`src/rtl/exec_branch_unit_pkg.sv`:
```
// Shared constants and types for the execute-stage ALU and branch predictor.
package exec_branch_unit_pkg;

  typedef enum logic [3:0] {
    ALU_ADD  = 4'b0000,
    ALU_SUB  = 4'b0001,
    ALU_AND  = 4'b0010,
    ALU_OR   = 4'b0011,
    ALU_XOR  = 4'b0100,
    ALU_SLL  = 4'b0101,
    ALU_SRL  = 4'b0110,
    ALU_SRA  = 4'b0111,
    ALU_SLT  = 4'b1000,
    ALU_SLTU = 4'b1001,
    ALU_BEQ  = 4'b1010,
    ALU_BNE  = 4'b1011,
    ALU_BLT  = 4'b1100,
    ALU_BGE  = 4'b1101,
    ALU_BLTU = 4'b1110,
    ALU_BGEU = 4'b1111
  } alu_op_e;

  localparam logic [4:0] OPC_BRANCH = 5'b11000;
  localparam logic [4:0] OPC_JAL    = 5'b11011;
  localparam logic [1:0] CNT_RESET  = 2'b01;

  // Two-bit saturating counter step toward the resolved direction.
  function automatic logic [1:0] cnt_next(input logic [1:0] cnt, input logic taken);
    logic [1:0] nxt;
    nxt = cnt;
    if (taken && cnt != 2'b11) nxt = cnt + 2'b01;
    else if (!taken && cnt != 2'b00) nxt = cnt - 2'b01;
    return nxt;
  endfunction

endpackage

```
`src/rtl/exec_branch_unit_if.sv`:
```
// Pipeline-facing signal bundle of the execute/branch unit.
interface exec_branch_unit_if #(
  parameter int unsigned XLEN = 64,
  parameter int unsigned PC_W = 32
);
  logic [XLEN-1:0] op1_i;
  logic [XLEN-1:0] op2_i;
  logic [3:0]      alu_op_i;
  logic [XLEN-1:0] alu_res_o;
  logic            b_flag_o;
  logic            branch_ex_i;
  logic            jump_ex_i;
  logic            ex_valid_i;
  logic [PC_W-1:0] pc_ex_i;
  logic [PC_W-1:0] target_ex_i;
  logic            pred_taken_ex_i;
  logic [PC_W-1:0] pc_if_i;
  logic [4:0]      opcode_if_i;
  logic            taken_ex_o;
  logic            pred_taken_o;
  logic            pc_control_o;
  logic [PC_W-1:0] pc_address_o;
  logic            flush_o;

  modport slave (
    input  op1_i, op2_i, alu_op_i, branch_ex_i, jump_ex_i, ex_valid_i,
           pc_ex_i, target_ex_i, pred_taken_ex_i, pc_if_i, opcode_if_i,
    output alu_res_o, b_flag_o, taken_ex_o, pred_taken_o, pc_control_o,
           pc_address_o, flush_o
  );

  modport master (
    output op1_i, op2_i, alu_op_i, branch_ex_i, jump_ex_i, ex_valid_i,
           pc_ex_i, target_ex_i, pred_taken_ex_i, pc_if_i, opcode_if_i,
    input  alu_res_o, b_flag_o, taken_ex_o, pred_taken_o, pc_control_o,
           pc_address_o, flush_o
  );
endinterface

```
`src/rtl/exec_alu.sv`:
```
// Combinational 64-bit ALU; b_flag is the branch condition for compare codes,
// otherwise the zero flag of the result.
module exec_alu
  import exec_branch_unit_pkg::*;
#(
  parameter int unsigned XLEN = 64
) (
  input  logic [XLEN-1:0] op1_i,
  input  logic [XLEN-1:0] op2_i,
  input  logic [3:0]      alu_op_i,
  output logic [XLEN-1:0] alu_res_o,
  output logic            b_flag_o
);

  alu_op_e         op;
  logic [XLEN-1:0] diff;
  logic [5:0]      shamt;
  logic            lt_s;
  logic            lt_u;

  assign op    = alu_op_e'(alu_op_i);
  assign diff  = op1_i - op2_i;
  assign shamt = op2_i[5:0];
  assign lt_s  = $signed(op1_i) < $signed(op2_i);
  assign lt_u  = op1_i < op2_i;

  always_comb begin
    alu_res_o = diff;
    case (op)
      ALU_ADD:  alu_res_o = op1_i + op2_i;
      ALU_SUB:  alu_res_o = diff;
      ALU_AND:  alu_res_o = op1_i & op2_i;
      ALU_OR:   alu_res_o = op1_i | op2_i;
      ALU_XOR:  alu_res_o = op1_i ^ op2_i;
      ALU_SLL:  alu_res_o = op1_i << shamt;
      ALU_SRL:  alu_res_o = op1_i >> shamt;
      ALU_SRA:  alu_res_o = XLEN'($signed(op1_i) >>> shamt);
      ALU_SLT:  alu_res_o = {{(XLEN-1){1'b0}}, lt_s};
      ALU_SLTU: alu_res_o = {{(XLEN-1){1'b0}}, lt_u};
      default:  alu_res_o = diff;
    endcase
  end

  always_comb begin
    b_flag_o = (alu_res_o == '0);
    case (op)
      ALU_BEQ:  b_flag_o = (op1_i == op2_i);
      ALU_BNE:  b_flag_o = (op1_i != op2_i);
      ALU_BLT:  b_flag_o = lt_s;
      ALU_BGE:  b_flag_o = !lt_s;
      ALU_BLTU: b_flag_o = lt_u;
      ALU_BGEU: b_flag_o = !lt_u;
      default:  b_flag_o = (alu_res_o == '0);
    endcase
  end

endmodule

```
`src/rtl/exec_branch_unit.sv`:
```
// Execute-stage ALU, branch resolution and BHT/BTB predictor with fetch
// redirect and flush generation.
module exec_branch_unit
  import exec_branch_unit_pkg::*;
#(
  parameter int unsigned XLEN  = 64,
  parameter int unsigned PC_W  = 32,
  parameter int unsigned IDX_W = 5
) (
  input logic               clk_i,
  input logic               rst_i,
  exec_branch_unit_if.slave bus
);

  localparam int unsigned DEPTH = 1 << IDX_W;
  localparam int unsigned TAG_W = PC_W - IDX_W - 2;

  logic [1:0]      cnt_q [DEPTH];
  logic            v_q   [DEPTH];
  logic [TAG_W-1:0] tag_q [DEPTH];
  logic [PC_W-1:0] tgt_q [DEPTH];

  logic [IDX_W-1:0] if_idx;
  logic [IDX_W-1:0] ex_idx;
  logic             hit;
  logic             pred;
  logic             mis;
  logic             upd;

  exec_alu #(.XLEN(XLEN)) u_alu (
    .op1_i     (bus.op1_i),
    .op2_i     (bus.op2_i),
    .alu_op_i  (bus.alu_op_i),
    .alu_res_o (bus.alu_res_o),
    .b_flag_o  (bus.b_flag_o)
  );

  assign bus.taken_ex_o = bus.jump_ex_i | (bus.branch_ex_i & bus.b_flag_o);

  assign if_idx = bus.pc_if_i[IDX_W+1:2];
  assign ex_idx = bus.pc_ex_i[IDX_W+1:2];

  // Word-aligned fetch PCs only; a misaligned PC can never have been trained.
  assign hit  = v_q[if_idx] && (tag_q[if_idx] == bus.pc_if_i[PC_W-1:IDX_W+2])
                && (bus.pc_if_i[1:0] == 2'b00);
  assign pred = hit && ((bus.opcode_if_i == OPC_JAL) ||
                        (bus.opcode_if_i == OPC_BRANCH && cnt_q[if_idx][1]));
  assign bus.pred_taken_o = pred;

  assign upd = bus.ex_valid_i && (bus.branch_ex_i || bus.jump_ex_i);
  assign mis = upd && (bus.taken_ex_o != bus.pred_taken_ex_i);

  always_comb begin
    bus.pc_control_o = 1'b0;
    bus.pc_address_o = '0;
    bus.flush_o      = 1'b0;
    if (mis) begin
      bus.pc_control_o = 1'b1;
      bus.pc_address_o = bus.taken_ex_o ? bus.target_ex_i : bus.pc_ex_i + PC_W'(4);
      bus.flush_o      = 1'b1;
    end else if (pred) begin
      bus.pc_control_o = 1'b1;
      bus.pc_address_o = tgt_q[if_idx];
    end
  end

  always_ff @(posedge clk_i) begin
    if (rst_i) begin
      for (int unsigned i = 0; i < DEPTH; i++) begin
        cnt_q[i] <= CNT_RESET;
        v_q[i]   <= 1'b0;
      end
    end else if (upd) begin
      cnt_q[ex_idx] <= cnt_next(cnt_q[ex_idx], bus.taken_ex_o);
      if (bus.taken_ex_o) v_q[ex_idx] <= 1'b1;
    end
  end

  // Tag/target storage is qualified by v_q, so it needs no reset.
  always_ff @(posedge clk_i) begin
    if (!rst_i && upd && bus.taken_ex_o) begin
      tag_q[ex_idx] <= bus.pc_ex_i[PC_W-1:IDX_W+2];
      tgt_q[ex_idx] <= bus.target_ex_i;
    end
  end

endmodule

```
`src/flat_wrapper.sv`:
```
// flat-port wrapper written by rule: the top's interface ports become plain ports
module exec_branch_unit_flat import exec_branch_unit_pkg::*;
#(
  parameter int unsigned XLEN  = 64,
  parameter int unsigned PC_W  = 32,
  parameter int unsigned IDX_W = 5
)
  (clk_i, rst_i, bus_op1_i, bus_op2_i, bus_alu_op_i, bus_branch_ex_i, bus_jump_ex_i, bus_ex_valid_i, bus_pc_ex_i, bus_target_ex_i, bus_pred_taken_ex_i, bus_pc_if_i, bus_opcode_if_i, bus_alu_res_o, bus_b_flag_o, bus_taken_ex_o, bus_pred_taken_o, bus_pc_control_o, bus_pc_address_o, bus_flush_o);
  exec_branch_unit_if #(.XLEN(XLEN), .PC_W(PC_W)) bus_i ();
  input logic clk_i;
  input logic rst_i;
  input wire logic [$bits(bus_i.op1_i)-1:0] bus_op1_i;
  input wire logic [$bits(bus_i.op2_i)-1:0] bus_op2_i;
  input wire logic [$bits(bus_i.alu_op_i)-1:0] bus_alu_op_i;
  input wire logic [$bits(bus_i.branch_ex_i)-1:0] bus_branch_ex_i;
  input wire logic [$bits(bus_i.jump_ex_i)-1:0] bus_jump_ex_i;
  input wire logic [$bits(bus_i.ex_valid_i)-1:0] bus_ex_valid_i;
  input wire logic [$bits(bus_i.pc_ex_i)-1:0] bus_pc_ex_i;
  input wire logic [$bits(bus_i.target_ex_i)-1:0] bus_target_ex_i;
  input wire logic [$bits(bus_i.pred_taken_ex_i)-1:0] bus_pred_taken_ex_i;
  input wire logic [$bits(bus_i.pc_if_i)-1:0] bus_pc_if_i;
  input wire logic [$bits(bus_i.opcode_if_i)-1:0] bus_opcode_if_i;
  output wire logic [$bits(bus_i.alu_res_o)-1:0] bus_alu_res_o;
  output wire logic [$bits(bus_i.b_flag_o)-1:0] bus_b_flag_o;
  output wire logic [$bits(bus_i.taken_ex_o)-1:0] bus_taken_ex_o;
  output wire logic [$bits(bus_i.pred_taken_o)-1:0] bus_pred_taken_o;
  output wire logic [$bits(bus_i.pc_control_o)-1:0] bus_pc_control_o;
  output wire logic [$bits(bus_i.pc_address_o)-1:0] bus_pc_address_o;
  output wire logic [$bits(bus_i.flush_o)-1:0] bus_flush_o;
  assign bus_i.op1_i = bus_op1_i;
  assign bus_i.op2_i = bus_op2_i;
  assign bus_i.alu_op_i = bus_alu_op_i;
  assign bus_i.branch_ex_i = bus_branch_ex_i;
  assign bus_i.jump_ex_i = bus_jump_ex_i;
  assign bus_i.ex_valid_i = bus_ex_valid_i;
  assign bus_i.pc_ex_i = bus_pc_ex_i;
  assign bus_i.target_ex_i = bus_target_ex_i;
  assign bus_i.pred_taken_ex_i = bus_pred_taken_ex_i;
  assign bus_i.pc_if_i = bus_pc_if_i;
  assign bus_i.opcode_if_i = bus_opcode_if_i;
  assign bus_alu_res_o = bus_i.alu_res_o;
  assign bus_b_flag_o = bus_i.b_flag_o;
  assign bus_taken_ex_o = bus_i.taken_ex_o;
  assign bus_pred_taken_o = bus_i.pred_taken_o;
  assign bus_pc_control_o = bus_i.pc_control_o;
  assign bus_pc_address_o = bus_i.pc_address_o;
  assign bus_flush_o = bus_i.flush_o;
  exec_branch_unit #(.XLEN(XLEN), .PC_W(PC_W), .IDX_W(IDX_W)) u_core (.clk_i(clk_i), .rst_i(rst_i), .bus(bus_i));
endmodule
```
`config.mk`:
```
export PLATFORM = sky130hd
export DESIGN_NAME = exec_branch_unit_flat
export DESIGN_NICKNAME = d
export VERILOG_FILES = /design/src/rtl/exec_branch_unit_pkg.sv /design/src/rtl/exec_branch_unit_if.sv /design/src/rtl/exec_alu.sv /design/src/rtl/exec_branch_unit.sv /design/src/flat_wrapper.sv
export SDC_FILE = /design/constraint.sdc
export NUM_CORES = 2
export LEC_CHECK = 0
export BUFFER_PORTS_ARGS = -buffer_cell sky130_fd_sc_hd__buf_2
export CELL_PAD_IN_SITES_DETAIL_PLACEMENT = 1
export CELL_PAD_IN_SITES_GLOBAL_PLACEMENT = 2
export CORE_MARGIN = 3
export CORE_UTILIZATION = 25
export CTS_CLUSTER_DIAMETER = 80
export DETAILED_ROUTE_END_ITERATION = 6
export PLACE_DENSITY_LB_ADDON = 0.1
export RECOVER_POWER = 25
export SLEW_MARGIN = 15
export SYNTH_ARGS = -nofsm -noshare
export SYNTH_HDL_FRONTEND = slang
export SYNTH_SLANG_ARGS = --single-unit
```
`constraint.sdc`:
```
create_clock -name clk_i -period 13.3 [get_ports clk_i]
set_input_delay 1.995 -clock clk_i [delete_from_list [all_inputs] [get_ports clk_i]]
set_output_delay 1.995 -clock clk_i [all_outputs]
set_load 0.02 [all_outputs]
```
==> impl_metrics.yaml <==
drt:
  antenna_left: 0
  dr.first_iter.drc_count: 6777
  avgRoutedWirePerCell_um: 40.4
  num_vias: 69400
  routed_via_density: 5.49
  dr.pass1.iters: 6
  drcViolationCount: 0
  routed_wl_mm: 511
global_routing:
  track_usage: 0.245
  antenna_found_initial: 60
  grt_max_degree: 100
  grt_pass1_wl_mm: 683
  grt_pass1_vias: 72000
  overflow: 0
sta:
  slew_violations: 464
  max_freq_mhz: 78.2
  worst_pin_slew_ns: 1.97
  finClkSkew_ns: 0.00915
  fin_crit_ns: 12.79
  setup_viol: 0
  fin_setup_tns_ns: 0
  fin_crit_sh: 0.962
  rsz0062_at_grt: "no"
  max_slew_margin: -0.315
  hold_viol_final: 0
cts:
  numCtsBuffers: 203
  cts_root_buf: "clkbuf_16"
  cts.clk_slew.worst_paths_ns: 0.06
  post_cts_buffers: 0
  cts.sinks: 1920
  h-tree-depth: 4
  clockBufferDepth: 4
  cts_resized: 0
  worstSkewPairLatency_ns: 0.83
  cts_hold_buf: 0
  cts_tree: "yes"
floorplan:
  die_x_um: 638
  io_pins: 340
  core_area_um2: 397000
  fp.dieH_um: 638
  rows: 231
  dieArea_um2: 407000
  start_util: 0.252
placed_design:
  place_hpwl_mm: 358
  dpl.cell_count: 12200
  gp_congestion: 0.959
  portBuffers: 339
synth:
  synth_top_area_share: 0.567
  synth_area_leader_cell: "edfxtp_1"
  ys.flop_type: "edfxtp_1"
  synth-seq-area-share: 0.574
  synth.most_common_cell: "edfxtp_1"
  yosys-top-cells-count: "1,888 x edfxtp_1, 715 x mux4_2, 406 x nor2_1, 400 x nand2_1, 319 x clkbuf_1"
  synth.avg_cell_area_um2: 14.6
  syn_nets: 7290
  ys_ff_latch: 1920
  yosys_warnings: 0
  ys_types: 105
  synth-edff-count: 1888
  synth_area_leaders: "edfxtp_1 57%, mux4_2 16%, ha_1 2.5%, mux2i_1 2.2%, nor2_1 1.5%"
  async_reset_ff_frac: 0
  synth_cells: 6850
  synth_area_um2: 99900
final_layout:
  layout-drive-gt1-share: 0.254
  final_nets: 7635
  seqCellArea_um2: 57300
  num-fill-cells: 42100
  stdcell_count: 12600
  fin_util: 0.292
  area_growth_pct: 15.9
  multiInputGateArea_um2: 40000
worst_setup_path:
  worst-path-buf-inv: 4
  critical_path_class: "input pin to primary output"
  slowest_stage: "nor4_1"
  cp.arrival_ns: 10.80
  crit_path_max_incr_delay_ns: 0.92
  crit_required_ns: 11.31
  cp-end-kind: "primary output"
  cp-start-kind: "input pin"
  path_cells: "buf_4 -> clkinv_2 -> ha_1 -> nor3_1 -> o31ai_1 -> o211ai_1 -> o21bai_1 -> a21oi_1 -> o31ai_1 -> o221ai_1 -> a221o_1 -> nor4_1 -> and4_1 -> and4_1 -> a21o_1 -> mux2i_1 -> o21ai_4 -> buf_4 -> mux2_2 -> buf_2"
  critPathMaxFanout: 34
  path_delay_family: "compound AO/OA/AOI/OAI gates"
  reg2reg_setup_slack_ns: 9.34
run_status:
  outcome: "finished with violations"
  failed_checks: "max-capacitance violations, max-slew violations"
power:
  leakagePower_uw: 0.0377
  power_uw: 14600
  ir_worst_vdd_mv: 0.114
  p_per_area_nw_per_um2: 126
worst_hold_path:
  hp-class: "flip-flop to flip-flop"
job:
  maxCapViolations: 13
==> worst min-delay path, stage by stage (launching register included) <==
cell	delay, ns
dfxtp_1	0.31
inv_1	0.05
o22ai_1	0.07
==> state kept, by name, indices dropped and copies added (netlist names) <==
register,cells
u_core.cnt_q,64
u_core.tag_q,800
u_core.tgt_q,1024
u_core.v_q,32
==> stage by stage <==
stage / setup WS (ns) / area (um2) / hold WS [ns]
final: 0.507 / 116000 / 0.472
after global routing: 0.458 / 116000 / 0.492
after CTS: 0.635 / 116000 / 0.472
after detailed placement: 0.673 / 110000 / 0.463
after global placement: 0.367 / 109000 / 0.455
after floorplan: 3.04 / 99900 / 0.449
==> kinds of logic (layout without fill, tap and decap cells) <==
family,count (synthesis),after routing,share of synthesized area
AOI/OAI and AO/OA,1296,1296,0.0898
xor gates and xnor gates,87,87,0.00770
buffers and inverters,767,1252,0.0311
DFF,1920,1920,0.574
and+or+nand+nor,1516,1516,0.0748
adders and majority gates,201,201,0.0253
other,0,70,0
muxes,1063,1063,0.198
==> layer usage <==
metal | global-route usage | vias up | routed length, um
li1 | - | 28400 | -
met1 | 0.300 | 38000 | 205000
met2 | 0.430 | 2236 | 257000
met3 | 0.0244 | 723 | 19000
met4 | 0.123 | 10 | 30600
met5 | 0 | - | 71
==> final timing paths <==
| check | from | endpoint | cells after the start |
|---|---|---|---|
| worst min register to register | u_core.v_q[27]$_DFF_P_ | u_core.v_q[27]$_DFF_P_ | 2 |
| worst max register to register | u_core.cnt_q[19][0]$_SDFFCE_PN1P_ | u_core.cnt_q[22][0]$_SDFFCE_PN1P_ | 8 |
| worst max-delay path | bus_op2_i[1] | bus_pc_address_o[25] | 20 |
| worst min-delay path | u_core.v_q[27]$_DFF_P_ | u_core.v_q[27]$_DFF_P_ | 2 |
==> where the power goes <==
part | switching [uW] | internal, uW
combinational | 1700 | 716
sequential | 7.43 | 6670
clock | 2360 | 3120
total | 4070 | 10500
==> cell usage in the layout (no fill, tap or decap), types with 46 or more instances in the layout <==
cell type  instances
o211ai_1          68
edfxtp_1        1888
nor2b_1           46
o21ai_0          202
nand4_1           80
nand2_1          397
buf_2            306
o221ai_1          46
a22oi_1           60
nand2b_1          67
inv_1            245
mux2_2           119
mux2i_1          216
nor3_1           102
buf_4            258
ha_1             199
o22ai_1           88
clkbuf_1          86
diode_2           70
nand3_1           98
o31ai_1           53
a211oi_1          67
nor4_1            78
mux4_2           715
nor2_1           373
clkbuf_16        205
a21oi_1          264
==> layout make-up <==
type / count / area share
diodes: 70 / 0.00151
well taps: 5242 / 0.0566
clock buffers: 263 / 0.0468
repair buffers: 653 / 0.0399
clock inverters: 82 / 0.00673
flip-flops and latches: 1920 / 0.495
inverters: 254 / 0.00826
multi-input cells: 4163 / 0.345
Power figures use the tool's default switching activity.
